`src/rtl/seg7_reader.sv`:
```
// seg7_reader: recovers the hex digits shown on an external multiplexed,
// common-anode, active-low 7-segment display bus.
//
// The anode selects and segment lines are synchronised (2 flops each). Each
// digit's pattern is debounced by a stability counter and decoded into a
// shadow frame. Once every digit position has been captured, the frame is
// offered on a valid/ready handshake.
//
// Optional feature: define SEG7RD_DP_EN to also sample the decimal point
// (dp input, active-low) and report it per digit on dp_out.
//
// Ports:
//   clk    rising-edge system clock
//   rst    synchronous active-high reset
//   en     capture enable; 0 aborts the frame in progress
//   an     digit selects, active-low, asynchronous
//   seg    segment lines gfedcba, active-low, asynchronous
//   dp     decimal point, active-low (SEG7RD_DP_EN only)
//   value  captured digits, an[i] -> value[4i+3:4i]
//   blank  1 = digit i had all segments off
//   err    1 = digit i showed an unrecognised pattern
//   dp_out 1 = decimal point of digit i lit (SEG7RD_DP_EN only)
//   valid  frame available
//   ready  consumer accepts frame
module seg7_reader #(
    parameter int NDIG   = 4,
    parameter int STABLE = 8,
    parameter int CW     = 4
) (
    input  logic              clk,
    input  logic              rst,
    input  logic              en,
    input  logic [NDIG-1:0]   an,
    input  logic [6:0]        seg,
`ifdef SEG7RD_DP_EN
    input  logic              dp,
    output logic [NDIG-1:0]   dp_out,
`endif
    output logic [4*NDIG-1:0] value,
    output logic [NDIG-1:0]   blank,
    output logic [NDIG-1:0]   err,
    output logic              valid,
    input  logic              ready
);

    // Returns {err, blank, code}.
    function automatic logic [5:0] decode(input logic [6:0] s);
        logic [5:0] r;
        case (s)
            7'b1000000: r = 6'h00;
            7'b1111001: r = 6'h01;
            7'b0100100: r = 6'h02;
            7'b0110000: r = 6'h03;
            7'b0011001: r = 6'h04;
            7'b0010010: r = 6'h05;
            7'b0000010: r = 6'h06;
            7'b1111000: r = 6'h07;
            7'b0000000: r = 6'h08;
            7'b0011000: r = 6'h09;
            7'b0010000: r = 6'h09;
            7'b0001000: r = 6'h0A;
            7'b0000011: r = 6'h0B;
            7'b1000110: r = 6'h0C;
            7'b0100001: r = 6'h0D;
            7'b0000110: r = 6'h0E;
            7'b0001110: r = 6'h0F;
            7'b1111111: r = 6'b010000;
            default:    r = 6'b100000;
        endcase
        return r;
    endfunction

    // Synchronisers (m = metastable stage, s = synchronised) and the
    // previous synchronised sample used for the stability compare.
    logic [NDIG-1:0] an_m_q, an_s_q, an_p_q;
    logic [6:0]      seg_m_q, seg_s_q, seg_p_q;
    logic [CW-1:0]   cnt_q, cnt_d;
    logic [NDIG-1:0] seen_q, seen_d;
    logic            valid_q;
    logic            same, active, cap, load;
    logic [NDIG-1:0] an_inv, cap_vec;
    logic [5:0]      dec;

`ifdef SEG7RD_DP_EN
    logic dp_m_q, dp_s_q, dp_p_q;
    always_ff @(posedge clk) begin
        if (rst) begin
            dp_m_q <= 1'b1;
            dp_s_q <= 1'b1;
            dp_p_q <= 1'b1;
        end else begin
            dp_m_q <= dp;
            dp_s_q <= dp_m_q;
            dp_p_q <= dp_s_q;
        end
    end
    assign same = (an_s_q == an_p_q) && (seg_s_q == seg_p_q) && (dp_s_q == dp_p_q);
`else
    assign same = (an_s_q == an_p_q) && (seg_s_q == seg_p_q);
`endif

    // Active means exactly one select low: the inverted vector is one-hot.
    assign an_inv = ~an_s_q;
    assign active = (an_inv != '0) && ((an_inv & (an_inv - NDIG'(1))) == '0);

    // Capture on the edge where the counter reaches STABLE-1; the counter
    // then saturates, so a visit captures only once until the pair changes.
    assign cap  = en && active && same && (cnt_q == CW'(STABLE - 2));
    assign load = (&seen_q) && (!valid_q || ready);
    assign dec  = decode(seg_s_q);

    always_comb begin
        cnt_d = cnt_q;
        if (!en || !active || !same)
            cnt_d = '0;
        else if (cnt_q != CW'(STABLE - 1))
            cnt_d = cnt_q + CW'(1);

        seen_d = (load ? '0 : seen_q) | cap_vec;
        if (!en)
            seen_d = '0;
    end

    always_ff @(posedge clk) begin
        if (rst) begin
            an_m_q  <= '1;
            an_s_q  <= '1;
            an_p_q  <= '1;
            seg_m_q <= '1;
            seg_s_q <= '1;
            seg_p_q <= '1;
            cnt_q   <= '0;
            seen_q  <= '0;
            valid_q <= 1'b0;
        end else begin
            an_m_q  <= an;
            an_s_q  <= an_m_q;
            an_p_q  <= an_s_q;
            seg_m_q <= seg;
            seg_s_q <= seg_m_q;
            seg_p_q <= seg_s_q;
            cnt_q   <= cnt_d;
            seen_q  <= seen_d;
            if (load)
                valid_q <= 1'b1;
            else if (ready)
                valid_q <= 1'b0;
        end
    end

    // Per-slot shadow frame and output registers.
    for (genvar gi = 0; gi < NDIG; gi++) begin : g_slot
        logic [3:0] shadow_q, value_q;
        logic       sblank_q, serr_q, blank_q, err_q;

        assign cap_vec[gi] = cap && !an_s_q[gi];

        always_ff @(posedge clk) begin
            if (rst) begin
                shadow_q <= '0;
                sblank_q <= 1'b0;
                serr_q   <= 1'b0;
                value_q  <= '0;
                blank_q  <= 1'b0;
                err_q    <= 1'b0;
            end else begin
                if (cap_vec[gi]) begin
                    shadow_q <= dec[3:0];
                    sblank_q <= dec[4];
                    serr_q   <= dec[5];
                end
                if (load) begin
                    value_q <= shadow_q;
                    blank_q <= sblank_q;
                    err_q   <= serr_q;
                end
            end
        end

        assign value[4*gi +: 4] = value_q;
        assign blank[gi]        = blank_q;
        assign err[gi]          = err_q;

`ifdef SEG7RD_DP_EN
        logic sdp_q, dp_out_q;
        always_ff @(posedge clk) begin
            if (rst) begin
                sdp_q    <= 1'b0;
                dp_out_q <= 1'b0;
            end else begin
                if (cap_vec[gi])
                    sdp_q <= ~dp_s_q;
                if (load)
                    dp_out_q <= sdp_q;
            end
        end
        assign dp_out[gi] = dp_out_q;
`endif
    end

    assign valid = valid_q;

endmodule

```
`config.mk`:
```
export PLATFORM = sky130hd
export DESIGN_NAME = seg7_reader
export DESIGN_NICKNAME = d
export VERILOG_FILES = /design/src/rtl/seg7_reader.sv
export SDC_FILE = /design/constraint.sdc
export NUM_CORES = 1
export LEC_CHECK = 0
export ABC_CLOCK_PERIOD_IN_PS = 2700
export CORE_MARGIN = 4
export CORE_UTILIZATION = 55
export CTS_CLUSTER_DIAMETER = 150
export DETAILED_ROUTE_END_ITERATION = 6
export PLACE_DENSITY = 0.86
export SLEW_MARGIN = 20
export SYNTH_ARGS = -nofsm -noshare
export SYNTH_HDL_FRONTEND = slang
export SYNTH_SLANG_ARGS = --single-unit
```
`constraint.sdc`:
```
create_clock -name clk -period 2.7 [get_ports clk]
set_input_delay 0.54 -clock clk [delete_from_list [all_inputs] [get_ports clk]]
set_output_delay 0.54 -clock clk [all_outputs]
set_load 0.01 [all_outputs]
```
After elaboration in Yosys (flattened, before gate mapping)
Cells that the tools add are included.

Register bits: 90. Input port bits: 15. Logic and storage cells: 93.

Add/sub/neg operators: 2. Eq/ne operators: 21. Mux-type cells: 4. Bitwise operators: 4. Reductions and logical operators: 29.

Operator list (count): $pmux 6 s17 (1); $eq 7x7->1 const B (5); $eq 7x5->1 const B (4); $eq 7x6->1 const B (3); $eq 7x2->1 const B (2); $eq 7x4->1 const B (2); $logic_and 1x1->1 (10); $logic_not 1->1 (8); $eq 7x3->1 const B (1); $eq 7x7->1 (1); $logic_not 7->1 (1); $reduce_or 2->1 (3); $add 4x1->4 const B (1); $and 4x4->4 (1); $eq 4x3->1 const B (1); $eq 4x4->1 (1); $logic_not 4->1 (1); $mux 4 (1); $ne 4x3->1 const B (1); $not 4->4 (1); $or 4x4->4 (1); $reduce_and 4->1 (1); $reduce_bool 4->1 (1); $sub 4x1->4 const B (1); other kinds (4) (7).

Longest topological paths before layout
Gate-level depths: netlist (run 1).

Depth after elaboration: 10. Gate-level depth with buffers: 8. Depth with buffers taken out: 7.

Worst setup path before layout (run 1)
OpenSTA, ideal clock, no wires.

Path kind: flip-flop to flip-flop. From: register seg_s_q[6]. To: register g_slot[2].shadow_q[1]. Library setup time: 0.128 ns. Arrival: 1.958 ns. Data required time: 2.572 ns. Setup slack: 0.614 ns. Stages on the path, launching flop included: 9. Buffers on the path: 2. Cells stage by stage: dfxtp_1 -> clkbuf_1 -> xnor2_1 -> nand3_1 -> or3_1 -> buf_6 -> nor4b_4 -> mux2i_1 -> nor2_1.

Longest elaborated chain between the ends: 5. Elaborated cells between the ends (all ways): 25.

RTL lines: start: declaration (line 76) `logic [6:0] seg_m_q, seg_s_q, seg_p_q;`; start signal: assignment (line 140) `seg_s_q <= seg_m_q;`; parallel branches: the longest is 5 deep, another holds $pmux 6 s17; end signal: assignment (line 168) `shadow_q <= dec[3:0];`; end: declaration (line 153) `logic [3:0] shadow_q, value_q;`.

Parallel ways; which one is timed is not known. A chain may end at the register's enable or synchronous reset.

Final worst setup path (run 1)
From: register seg_s_q[6]. To: register g_slot[2].sblank_q.

Longest elaborated chain between the ends: 5. Elaborated cells between the ends (all ways): 25.

RTL lines: parallel branches: the longest is 5 deep, another holds $pmux 6 s17; end signal: assignment (line 169) `sblank_q <= dec[4];`; end: declaration (line 154) `logic sblank_q, serr_q, blank_q, err_q;`.

Parallel ways; which one is timed is not known.

==> metrics, run 1 <==
status=finished, final reports clean; Clock power frac=36.3%; Finished Core Util=65.5%; DP Area=3980 sq um; maxcap violations=0; initial DRC count=129; Slew Viols, Final=0; Clock Skew=9.29 ps; Syn Area/Cell=9.13 sq um; core area=6350 sq um; Setup Fix Bufs, Post-CTS=0; Final Worst Setup Slack=373 ps; Seq. cell area=1800 sq um; Hold Crit Class=reg2reg; worst slew pin tran=852 ps; fraction of registers with async set or reset after synthesis=0%; CTS sink cnt=90; Cell Pwr Density=560 nW/um^2; DR DRC count=0; # IOs=40; mux contribution to synthesized area=6.99%; final non-filler cell total=502; Layout Nets=437; Synth Area in Simple Gates=25.6%; placed insts=486; largest family of logic cells by synthesized area=simple AND/OR/NAND/NOR gates; Synth-to-Final Area Change=16.3%; Leakage Power=1.45 nW; CTS root buffer=clkbuf_8; r2r setup slk=370 ps; Reg2Reg Depth=7; Max stage delay cell, worst path=dfxtp_1; initial core utilization=56.4%; critical path, cell by cell=xnor2_1 -> nand3_1 -> or3_1 -> nor4b_4 -> buf_4 -> mux2i_1 -> nor2_1; Mapped Cells=392; Fin Setup TNS=0 ps; share of layout cells above drive strength 1=16.0%; Buffers on Ports=39; DP Worst Slack=93.3 ps; Setup crit start kind=flop; Distinct cells, synth=43; H-tree lvl count=3; initial antenna violation count=0; final hold vios=0; synth top area cells=dfxtp_1, mux2i_1, nand2_1; Req. time, crit path=2950 ps; Vias=2744; Final setup violation count=0; fillers=511; Hold Path Stages=1; EDFF count, synth=0; first-pass GRT wire length=11400 um; sw power=0.000581 W; ANT nets after route=0; maximum vdd drop=0.000423 V; switch share=24.9%; Syn Std Cell Area=3580 sq um; largest net degree at the start of global routing=33; compound-gate portion of the synthesized area=8.98%; area share of fa/ha/maj cells after synthesis=0.699%; n_diodes=0; CTS Buf Count=9; Site Rows=29; Pint=0.00175 W; top_reg_cell synth=dfxtp_1; CTS tree=built; Synth Warn #=0; DP HPWL=4680 um; post-route minimum period=2330 ps; CP endpoint kind=flop; RSZ-0062 raised after global routing=false; area leader, netlist=dfxtp_1; power share of the combinational group=5.2%; worst-path maximum fanout=16; register share of total power=58.5%; Post-CTS Resized=0; Post-Route WL=6720 um; top cell type's share of synthesized area=50.3%; clk_lat worst skew=360 ps; full die area=7860 sq um; #FFs+latches synth=90; gr usage total=18.7%; vias in the first global route=2670; Clock transition at path regs=80 ps; Highest Clock Rate=0.430 GHz; Placer Congestion=0.904; drt wl/cell=13.4 um; area of the multi-input gates=1580 sq um; Die Y=88.7 um; CTS max path bufs=2; post-synth net total=409; Worst EP arrival=2570 ps; CP Class=reg2reg; final worst-path cycle share=86.2%; Congestion Overflow GR=0; chip width=88.7 um; hold buffer count at CTS=0; first-pass detailed-route iteration total=5; sequential share of the synthesized area=50.3%; max_slew headroom=43.2%; Synth Area in XOR/XNOR=1.96%; vias per cell=5.47; Final Cell Area=4160 sq um; peak per-stage delay on the critical path=650 ps
[metal layers]
| metal | track usage (%) | routed length (um) |
|---|---|---|
| met1 | 22.3 | 2990 |
| met5 | 0 | 0 |
| met4 | 9.75 | 182 |
| met2 | 30.6 | 3270 |
| met3 | 5.03 | 273 |
[per-stage QoR]
stage	power (W)	hold slack, ps
2_1_floorplan	0.00148	389
5_1_grt	0.00243	435
3_3_place_gp	0.00151	391
6_report	0.00233	413
3_5_place_dp	0.00152	394
4_1_cts	0.00236	415
[path summary, 6_finish.rpt]
path,endpoint,start
max,g_slot[2].sblank_q,seg_s_q[6]
min,seg_s_q[3],seg_m_q[3]
min reg2reg,seg_s_q[3],seg_m_q[3]
max reg2reg,g_slot[2].sblank_q,seg_s_q[6]
[cells by family (layout without fill, tap and decap cells)]
logic type	Yosys count	after routing
adders and majority gates	2	2
AOI/OAI and AO/OA	55	55
and+or+nand+nor	172	172
xor gates and xnor gates	8	8
muxes	25	25
buffers and inverters	40	73
DFF	90	90
[power groups by stage]
stage / Combinational [W] / Clock, W / Sequential (W)
2_1_floorplan: 0.0000950 / 0 / 0.00138
3_3_place_gp: 0.000117 / 0 / 0.00139
3_5_place_dp: 0.000121 / 0 / 0.00140
4_1_cts: 0.000122 / 0.000869 / 0.00136
5_1_grt: 0.000132 / 0.000928 / 0.00137
6_report: 0.000121 / 0.000846 / 0.00136
[critical path: cells and delay by family, from the launching register on]
| kind | cells | cell delay [ps] |
|---|---|---|
| AND/OR/NAND/NOR | 4 | 950 |
| flip-flops | 1 | 650 |
| buffers and inverters | 1 | 210 |
| multiplexers | 1 | 210 |
| XOR/XNOR | 1 | 190 |
[state kept, by name (all words and copies together) (netlist names)]
register,flops
cnt_q,4
g_slot.sblank_q,4
g_slot.err_q,4
g_slot.value_q,16
an_p_q,4
seg_s_q,7
seen_q,4
g_slot.serr_q,4
an_s_q,4
g_slot.shadow_q,16
seg_m_q,7
g_slot.blank_q,4
valid,1
seg_p_q,7
an_m_q,4
[synth_stat cells, types with 4 or more instances]
cell type / number
dfxtp_1: 90
nand3b_1: 4
nand3_1: 4
or2_2: 33
xnor2_1: 8
a21oi_1: 36
nor2_1: 36
nor3_1: 11
nand2b_1: 12
nor4b_4: 4
mux2i_1: 25
inv_1: 4
clkbuf_1: 23
buf_4: 8
nand2_1: 56
[layout by cell type (no fill, tap or decap), types with 2 or more instances in the layout]
cell	count
xnor2_1	8
inv_1	4
mux2i_1	25
o221ai_1	2
nor4_1	3
nand2b_1	12
buf_4	12
clkinv_4	3
nor2_1	36
nand2_1	56
clkdlybuf4s50_1	38
nand3b_1	4
or2_2	33
ha_1	2
nor4b_4	4
o22ai_1	3
or3_1	2
clkbuf_8	9
nand3_1	4
inv_6	3
nor3_1	11
dfxtp_1	90
o21ai_0	3
a21oi_1	36
[layout make-up]
| type | count | area share (%) |
|---|---|---|
| Sequential cell | 90 | 43.3 |
| Multi-Input combinational cell | 262 | 38.0 |
| Clock buffer | 9 | 2.98 |
| Timing Repair Buffer | 51 | 11.4 |
| Inverter | 6 | 0.541 |
| Tap cell | 77 | 2.32 |
| Clock inverter | 7 | 1.44 |
No activity file was read; power rests on OpenSTA's default activity.
==> run 2: changes to the inputs <==
--- a/config.mk
+++ b/config.mk
@@ -5,10 +5,11 @@
 export SDC_FILE = /design/constraint.sdc
 export NUM_CORES = 1
 export LEC_CHECK = 0
-export ABC_CLOCK_PERIOD_IN_PS = 2700
+export ABC_AREA = 1
+export ABC_CLOCK_PERIOD_IN_PS = 2800
 export CORE_MARGIN = 4
 export CORE_UTILIZATION = 55
-export CTS_CLUSTER_DIAMETER = 150
+export CTS_CLUSTER_DIAMETER = 40
 export DETAILED_ROUTE_END_ITERATION = 6
 export PLACE_DENSITY = 0.86
 export SLEW_MARGIN = 20
==> constraint.sdc (replaced) <==
create_clock -name clk -period 2.8 [get_ports clk]
set_input_delay 0.56 -clock clk [delete_from_list [all_inputs] [get_ports clk]]
set_output_delay 0.56 -clock clk [all_outputs]
set_load 0.01 [all_outputs]
==> run 2 against run 1 <==
Compared with the run above:
- worst hold slack got worse by 3.5 ps
- first-iteration DRC count increased by 2.3%
- final area increased by 2.9%
- clock skew increased by 0.51 ps
- global-route usage decreased by 0.78 points
- sequential power decreased by 4%
- wire length increased by 3.9%
- via count increased by 11%
- non-clock buffer count decreased by 8
==> metrics, run 2 <==
status=finished, final reports clean; first-pass GRT wire length=12000 um (+4.7%); CTS Buf Count=9 (unchanged); Placer Congestion=0.958 (+6.0%); H-tree lvl count=3 (unchanged); CTS max path bufs=2 (unchanged); GRT busiest layer=met2; initial DRC count=132 (+2.3%); area share of fa/ha/maj cells after synthesis=0.682% (-0.017 points); Synth-to-Final Area Change=16.7%; mux contribution to synthesized area=0.273% (-6.7 points); Post-CTS Resized=0 (unchanged); CP top delay family=buffers and inverters; final hold vios=0 (unchanged); fraction of registers with async set or reset after synthesis=0% (unchanged); Die Y=89.7 um (+1.2%); EDFF count, synth=0 (unchanged); area leader, netlist=dfxtp_1; worst-path maximum fanout=2 (-14); Slew Viols, Final=0 (unchanged); DP HPWL=5030 um (+7.4%); Post-Route WL=6980 um (+3.9%); synth cell count leaders=nand2_1, nor2_1, dfxtp_1; clk_lat worst skew=360 ps (about the same); drt wl/cell=11.3 um (-15%); Fin Setup TNS=0 ps (unchanged); CTS root buffer=clkbuf_8; post-synth net total=520 (+27%); peak per-stage delay on the critical path=550 ps (-100 ps); vias per cell=4.93 (-9.8%); Setup Fix Bufs, Post-CTS=0 (unchanged); Mapped Cells=503 (+28%); Max stage delay cell, worst path=clkdlybuf4s50_1; GRT met3 Usage=5.01% (-0.020 points); M2 GR Usage=30.4% (-0.25 points); n_diodes=0 (unchanged); # IOs=40 (unchanged); commonest non-fill, non-tap cell in the layout=nand2_1; Syn Area/Cell=7.30 sq um (-20%); r2r setup slk=1050 ps (+680 ps); CTS tree=built; worst slew pin tran=440 ps (-412 ps); Clock transition at path regs=80 ps (about the same); RSZ-0062 raised after global routing=false; max_slew headroom=70.6% (+27 points); #FFs+latches synth=90 (unchanged); Fin Hold WS=409 ps (-3.53 ps); chip width=89.7 um (+1.2%); met1 GRT Util=20.8% (-1.5 points); Synth Warn #=0 (unchanged); Cell Pwr Density=558 nW/um^2 (-0.46%); Setup crit start kind=flop; maxcap violations=0 (unchanged); most frequent cells in the layout=nand2_1, nor2_1, dfxtp_1; DP Area=4060 sq um (+2.1%); initial core utilization=57.2% (+0.79 points); core area=6420 sq um (+1.1%); CP Class=reg2out; largest family of logic cells by synthesized area=simple AND/OR/NAND/NOR gates; Site Rows=29 (unchanged); post-route minimum period=1820 ps; gr usage total=17.9% (-0.78 points); Req. time, crit path=2240 ps (-710 ps); final worst-path cycle share=65.1%; top-count cell post-synth=nand2_1; hold buffer count at CTS=0 (unchanged); Clock Skew=9.80 ps (+0.506 ps); synth top area cells=dfxtp_1, nand2_1, nor2_1; share of layout cells above drive strength 1=10.2% (-5.8 points); Buffers on Ports=39 (unchanged); Syn Std Cell Area=3670 sq um (+2.6%); Highest Clock Rate=0.549 GHz; Worst EP arrival=1260 ps (-1310 ps); Synth Area in Simple Gates=34.0% (+8.4 points); maximum vdd drop=0.000496 V (+17%); top cell type's share of synthesized area=49.1% (-1.3 points); Synth Area in XOR/XNOR=0.239% (-1.7 points); initial antenna violation count=0 (unchanged); CP bufs+invs=1 (unchanged); CTS sink cnt=90 (unchanged); Regs by FF count=g_slot.shadow_q: 16 flops, g_slot.value_q: 16 flops; Final Cell Area=4280 sq um (+2.9%); Final setup violation count=0 (unchanged); largest net degree at the start of global routing=41 (+24%); compound-gate portion of the synthesized area=7.23% (-1.8 points); sequential share of the synthesized area=49.1% (-1.3 points); first-pass detailed-route iteration total=4 (-1); ANT nets after route=0 (unchanged); critical path, cell by cell=clkdlybuf4s50_1; vias in the first global route=2797 (+4.8%); Leakage Power=2.06 nW (+42%); top_reg_cell synth=dfxtp_1; Congestion Overflow GR=0 (unchanged); DR DRC count=0 (unchanged); Hold Crit Class=reg2reg; Distinct cells, synth=26 (-40%); Vias=3042 (+11%); fillers=543 (+6.3%); Layout Nets=552 (+26%); CP endpoint kind=output port; full die area=8050 sq um (+2.3%)
## run 2: through the flow
stage	cells	setup slack, ps	utilization (%)	power, W
global placement	601	663	63.3	0.00146
detailed placement	601	604	63.3	0.00146
global route	617	803	66.7	0.00247
CTS	617	962	66.7	0.00241
floorplan	503	1330	-	0.00142
finish	617	977	66.7	0.00239
## run 2: layout make-up
| class | count | area [sq um] | share of cell area (%) |
|---|---|---|---|
| inverters | 50 | 188 | 4.38 |
| flip-flops and latches | 90 | 1800 | 42.1 |
| well taps | 77 | 96.3 | 2.25 |
| clock inverters | 4 | 75.1 | 1.75 |
| clock buffers | 12 | 145 | 3.39 |
| multi-input cells | 341 | 1560 | 36.3 |
| repair buffers | 43 | 420 | 9.82 |
## run 2: worst paths after layout
check / from / to / cells after the start
setup / recovery: g_slot[3].blank_q / blank[3] / 1
hold / removal: seg_m_q[5] / seg_s_q[5] / 1
setup reg to reg: seg_s_q[6] / g_slot[1].serr_q / 11
hold reg to reg: seg_m_q[5] / seg_s_q[5] / 1
## run 2: cells by family (layout without fill, tap and decap cells)
family          count (synthesis)  count (layout)
compound gates                 51              51
xor+xnor                        1               1
fa+ha+maj                       2               2
buf+inv                        72             109
flops                          90              90
mux                             1               1
simple gates                  286             286
## run 2: power by group
| group | internal [W] | total [W] | switching, W |
|---|---|---|---|
| Sequential | 0.00130 | 0.00131 | 0.0000124 |
| Clock | 0.000528 | 0.000956 | 0.000429 |
| Combinational | 0.0000513 | 0.000122 | 0.0000711 |
| Total | 0.00188 | 0.00239 | 0.000512 |
## run 2: per-layer routing
layer / up-vias / wire [um]
met3: 16 / 451
met5: - / 0
li1: 1602 / -
met1: 1331 / 3160
met2: 93 / 3210
met4: 0 / 159
